### config.mk
export PLATFORM = sky130hd
export DESIGN_NAME = fetch_stage
export DESIGN_NICKNAME = d
export VERILOG_FILES = /design/src/rtl/fetch_stage.sv
export SDC_FILE = /design/constraint.sdc
export NUM_CORES = 1
export LEC_CHECK = 0
export BUFFER_PORTS_ARGS = -buffer_cell sky130_fd_sc_hd__buf_2
export CORE_UTILIZATION = 50
export DETAILED_ROUTE_END_ITERATION = 10
export GPL_TIMING_DRIVEN = 0
export PLACE_DENSITY = 0.77
export SYNTH_ARGS = -nofsm -noshare
export SYNTH_HDL_FRONTEND = slang
export SYNTH_SLANG_ARGS = --single-unit
### constraint.sdc
create_clock -name clk -period 8.97 [get_ports clk]
set_clock_uncertainty 0.2 [all_clocks]
set_input_delay 1.3455 -clock clk [delete_from_list [all_inputs] [get_ports clk]]
set_output_delay 1.3455 -clock clk [all_outputs]
set_load 0.01 [all_outputs]
### src/rtl/fetch_stage.sv
// Instruction fetch stage: owns the PC, drives a 1-cycle synchronous instruction
// memory and buffers returned words in a 2-entry queue handed to decode.
module fetch_stage #(
    parameter int D       = 12,
    parameter int W       = 9,
    parameter int HALT_PC = 128
) (
    input  logic         clk,
    input  logic         reset,
    input  logic         req,
    output logic [D-1:0] imem_addr,
    output logic         imem_rd_en,
    input  logic [W-1:0] imem_data,
    input  logic         reljump_en,
    input  logic         absjump_en,
    input  logic [D-1:0] target,
    output logic [W-1:0] instr_out,
    output logic [D-1:0] instr_pc,
    output logic         instr_valid,
    input  logic         instr_ready,
    output logic [D-1:0] prog_ctr,
    output logic         done
);
    // state  | meaning
    // IDLE   | waiting for req, no fetches
    // RUN    | issuing fetches while the queue has room
    // DRAIN  | halt address reached, delivering what is left
    // HALT   | program finished, done held until req
    typedef enum logic [1:0] {S_IDLE, S_RUN, S_DRAIN, S_HALT} state_t;

    localparam logic [D-1:0] HALT_ADDR = D'(HALT_PC);

    state_t       r_state, w_state_next;
    logic [D-1:0] r_pc, w_pc_next;
    logic         r_done, w_done_next;
    logic [D-1:0] r_last_pc;
    logic [W-1:0] r_q_data [2];
    logic [D-1:0] r_q_pc   [2];
    logic         r_head;
    logic [1:0]   r_count;
    logic         r_inflight;
    logic [D-1:0] r_issue_pc;
    logic         r_kill;

    logic         w_jump, w_redirect, w_pop, w_resp, w_issue, w_tail;
    logic [D-1:0] w_jump_pc;
    logic [2:0]   w_demand;

    assign w_jump      = reljump_en | absjump_en;
    assign w_redirect  = w_jump & ((r_state == S_RUN) | (r_state == S_DRAIN));
    assign w_jump_pc   = absjump_en ? target : r_last_pc + target;
    assign instr_out   = r_q_data[r_head];
    assign instr_pc    = r_q_pc[r_head];
    assign instr_valid = (r_count != 2'd0) & ~w_jump;
    assign w_pop       = instr_valid & instr_ready;
    // A killed response belongs to a fetch issued before the last redirect.
    assign w_resp      = r_inflight & ~r_kill;
    assign w_tail      = r_head ^ r_count[0];
    assign w_demand    = {1'b0, r_count} + {2'b00, r_inflight} - {2'b00, w_pop};
    assign w_issue     = (r_state == S_RUN) & ~w_redirect & (r_pc != HALT_ADDR)
                         & (w_demand < 3'd2);

    assign imem_rd_en  = w_issue;
    assign imem_addr   = r_pc;
    assign prog_ctr    = r_pc;
    assign done        = r_done;

    always_comb begin
        w_state_next = r_state;
        w_pc_next    = w_issue ? r_pc + 1'b1 : r_pc;
        w_done_next  = r_done;
        case (r_state)
            S_IDLE: begin
                if (req) begin
                    w_state_next = S_RUN;
                    w_pc_next    = '0;
                end
            end
            S_RUN: begin
                if (w_redirect) begin
                    w_pc_next = w_jump_pc;
                end else if (r_pc == HALT_ADDR) begin
                    w_state_next = S_DRAIN;
                end
            end
            S_DRAIN: begin
                if (w_redirect) begin
                    w_state_next = S_RUN;
                    w_pc_next    = w_jump_pc;
                end else if ((r_count == 2'd0) && !r_inflight) begin
                    w_state_next = S_HALT;
                    w_done_next  = 1'b1;
                end
            end
            S_HALT: begin
                if (req) begin
                    w_state_next = S_RUN;
                    w_pc_next    = '0;
                    w_done_next  = 1'b0;
                end
            end
            default: w_state_next = S_IDLE;
        endcase
    end

    always_ff @(posedge clk) begin
        if (reset) begin
            r_state <= S_IDLE;
            r_pc    <= '0;
            r_done  <= 1'b0;
        end else begin
            r_state <= w_state_next;
            r_pc    <= w_pc_next;
            r_done  <= w_done_next;
        end
    end

    always_ff @(posedge clk) begin
        if (reset) begin
            r_last_pc  <= '0;
            r_head     <= 1'b0;
            r_count    <= 2'd0;
            r_inflight <= 1'b0;
            r_issue_pc <= '0;
            r_kill     <= 1'b0;
            for (int i = 0; i < 2; i++) begin
                r_q_data[i] <= '0;
                r_q_pc[i]   <= '0;
            end
        end else begin
            r_inflight <= w_issue;
            r_kill     <= w_redirect & r_inflight;
            if (w_issue) begin
                r_issue_pc <= r_pc;
            end
            if (w_redirect) begin
                r_head  <= 1'b0;
                r_count <= 2'd0;
            end else begin
                if (w_resp) begin
                    r_q_data[w_tail] <= imem_data;
                    r_q_pc[w_tail]   <= r_issue_pc;
                end
                if (w_pop) begin
                    r_head    <= ~r_head;
                    r_last_pc <= instr_pc;
                end
                r_count <= r_count - {1'b0, w_pop} + {1'b0, w_resp};
            end
        end
    end
endmodule
==> metrics.md <==
| Metric | Value |
|---|---|
| Vias | 3571 |
| R2R setup slack | around 4.5 ns |
| Highest Clock Rate | 152 MHz |
| DR pass1 iterations | 9 |
| Final Max Slew Viols | 0 |
| Total grt overflow | 0 |
| DR WL/cell | 17.0 µm |
| Pin count of the biggest net entering global routing | 22 |
| Post-synth ARST share | 0% |
| Number of global-route vias before repair | 3337 |
| Netlist cell types | 52 |
| Pwr/cell area | ~240 nW/µm² |
| Bufs on Longest Clock Path | 2 |
| Leading post-synthesis cells by cell area | edfxtp_1 (27%), dfxtp_1 (20%), and2_1 (6.4%) |
| Die Width | 97.8 µm |
| Post-synthesis mux area share | 9.95% |
| Syn_area_per_cell | approximately 11 µm² |
| Post-route design area | about 5400 µm² |
| Critical Path Start Type | input port |
| Initial DRC count | between 150 and 200 |
| CP bufs+invs | 6 |
| Final setup violation count | 0 |
| Crit path depth | 14 |
| Critical path peak fanout | 11 |
| Slowest cell delay on critical path | around 0.48 ns |
| Synth Area in Compound Gates | 8.99% |
| Synth warn | 0 |
| Synth Area in Simple Gates | 18.2% |
| PortBufs | 73 |
| Cell mode on critical path | buf_2 |
| Synth Flop Type | dfxtp_1 |
| Cell family with most CP delay | simple AND/OR/NAND/NOR gates |
| Area Overhead vs Synth | 16.8% |
| Fin util | between 60% and 70% |
| HPWL after detailed placement | ~8.0 mm |
| Seq cells post-synth | 87 |
| Relative max-transition margin | 57.5% |
| Clock Sinks | 87 |
| Hold path cells | 2 |
| Area leader, netlist | edfxtp_1 |
| EDFF count, synth | 42 |
| Die area | 9570 µm² |
| Setup CP Type | input port to primary output |
| Core area | 8810 µm² |
| Worst min path class | register to register |
| Count leader, synth | and2_1 |
| Worst-case reg-to-reg path depth | 14 |
| Clk root buf | clkbuf_8 |
| Clock latency on the worst-skew pair | 0.36 ns |
| Pre-CTS WS | 2.42 ns |
| Tmin final | 6.60 ns |
| Maxcap violations | 0 |
| Register area share after synthesis | 47.1% |
| Num CTS Buffers | 9 |
| Top cells by count, synth | and2_1 (47), dfxtp_1 (45), edfxtp_1 (42) |
| Fraction of layout cells with a size suffix above 1 | 26.1% |
| Adder-cell share of the synthesized area | under 10% |
| Remaining antenna violation count | 0 |
| Critical-path cell list | buf_2, nor3_1, and2_1, clkbuf_1, buf_2, ha_1, nand2b_1, fa_1, nand2_1, nor3_1, nand2_1, buf_2, inv_1, buf_2 |
| # hold bufs at CTS | 0 |
| Post-CTS Setup Bufs | 0 |
| ANT cells | 0 |
| Final Hold Fails | 0 |
| Htree depth | 3 |
| Critical Path RT | 7.42 ns |
| Setup crit end kind | primary output |
| GP Congestion | 0.948 |
| Post-Route WL | 10.7 mm |
| Num rows | 34 |
| Final period utilization | 73.5% |
| Post-synthesis xor/xnor area fraction | 4.58% |
| Least-Margin Pin Slew | around 0.63 ns |
| CP max stage cell | fa_1 |
| First-pass GRT wire length | 16.9 mm |
| CTS clk-pin slew, worst paths | 0.09 ns |
| Final worst slack | 2.37 ns |
| Mapped Area | 4590 µm² |
| I/O pin total | 75 |
| Initial antenna violation count | 0 |
| Vias per std cell | approximately 5.7 |
| Syn nets | 484 |
| Fin Setup TNS | 0 ns |
| Critical Path AT | 5.05 ns |
| DRC violations left | 8 |
| Mapped Cells | ~440 |
| VDD IR max | 143 µV |
| Leak | 2.27 nW |
| Dominant combinational cell family by area after synthesis | simple AND/OR/NAND/NOR gates |
| # nets final | 568 |
| Starting Density | around 52% |
| TritonCTS clock tree | yes |
| Placed inst area | around 5100 µm² |
| Chip height | around 98 µm |
| Resize count post-CTS | 0 |
| Total GRT Usage | 23.0% |
| RSZ-0062 raised after global routing | false |
| Synth top area share | between 20% and 30% |
| Status | complete, but fails checks |
| Failing checks | design-rule violations |
[power breakdown]
part / leakage [nW] / internal [mW] / switching (mW)
Sequential: 0.799 / 0.464 / 0.0527
Combinational: 1.33 / 0.168 / 0.234
Clock: 0.136 / 0.217 / 0.153
Total: 2.27 / 0.849 / 0.439
[registers in the layout (all words and copies together) (netlist names), 2 cells and up, named ones only]
signal      count
r_q_pc         24
r_q_data       18
imem_addr      12
r_issue_pc     12
r_last_pc      12
r_count         2
r_state         2
[final timing paths]
| check | start | to |
|---|---|---|
| max | absjump_en | imem_rd_en |
| min | r_issue_pc[2] | r_issue_pc[2] |
| max reg2reg | r_count[1] | r_issue_pc[0] |
| min reg2reg | r_issue_pc[2] | r_issue_pc[2] |
[metrics by stage]
stage	power, mW	hold slack [ns]	cells
2_1_floorplan	0.783	0.240	435
3_3_place_gp	0.911	0.261	616
3_5_place_dp	0.922	0.288	616
4_1_cts	1.29	0.299	632
5_1_grt	1.35	0.306	632
6_report	1.29	0.296	632
[per-layer routing]
layer | vias to the layer above | wire length (µm) | global-route usage (%)
met5 | - | 0 | 0
li1 | 1690 | - | -
met1 | 1724 | 4770 | 30.7
met2 | 131 | 5000 | 36.7
met4 | 0 | 318 | 11.2
met3 | 26 | 655 | 3.29
[cell usage in the layout (no fill, tap or decap), types with 3 or more instances in the layout]
cell type  instances
inv_1             16
nor4_1             4
clkbuf_1          17
clkbuf_8           9
edfxtp_1          42
nor2b_1            3
nand2_1           19
bufinv_16          4
xnor2_1           14
buf_4             12
nor3_1             9
or2_2              4
buf_2             75
a211oi_1           9
mux2_2            21
nand2b_1           3
and2_1            47
dfxtp_1           45
a21oi_1           17
o21ai_0           11
nand3_1            9
and3_1             3
mux2i_1           22
ha_1              20
nor2_1            38
xor2_1            10
a221oi_1           3
[worst register-to-register path, cell delays in order (launching register included)]
cell      delay, ns
dfxtp_1        0.46
nor2_1         0.10
nor3_1         0.25
and2_1         0.17
clkbuf_1       0.27
buf_2          0.41
ha_1           0.30
nand2b_1       0.15
fa_1           0.48
nand2_1        0.14
nor3_1         0.38
nand2_1        0.44
buf_2          0.35
a21oi_1        0.16
nor2_1         0.05
[area by class of cell]
cell class / instances / area [µm²]
fill: 733 / 3440
multi-input combinational: 301 / 2200
sequential: 87 / 2160
timing repair buffer: 73 / 365
buffer: 31 / 164
clock inverter: 7 / 149
tap: 108 / 135
clock buffer: 9 / 124
inverter: 16 / 60.1
[kinds of logic (layout without fill, tap and decap cells)]
family,Yosys count,after routing
AOI/OAI and AO/OA,60,60
buffers and inverters,47,136
DFF,87,87
muxes,43,43
adders and majority gates,22,22
and+or+nand+nor,152,152
xor gates and xnor gates,24,24
Note: power is estimated with default switching activity, not from simulation.
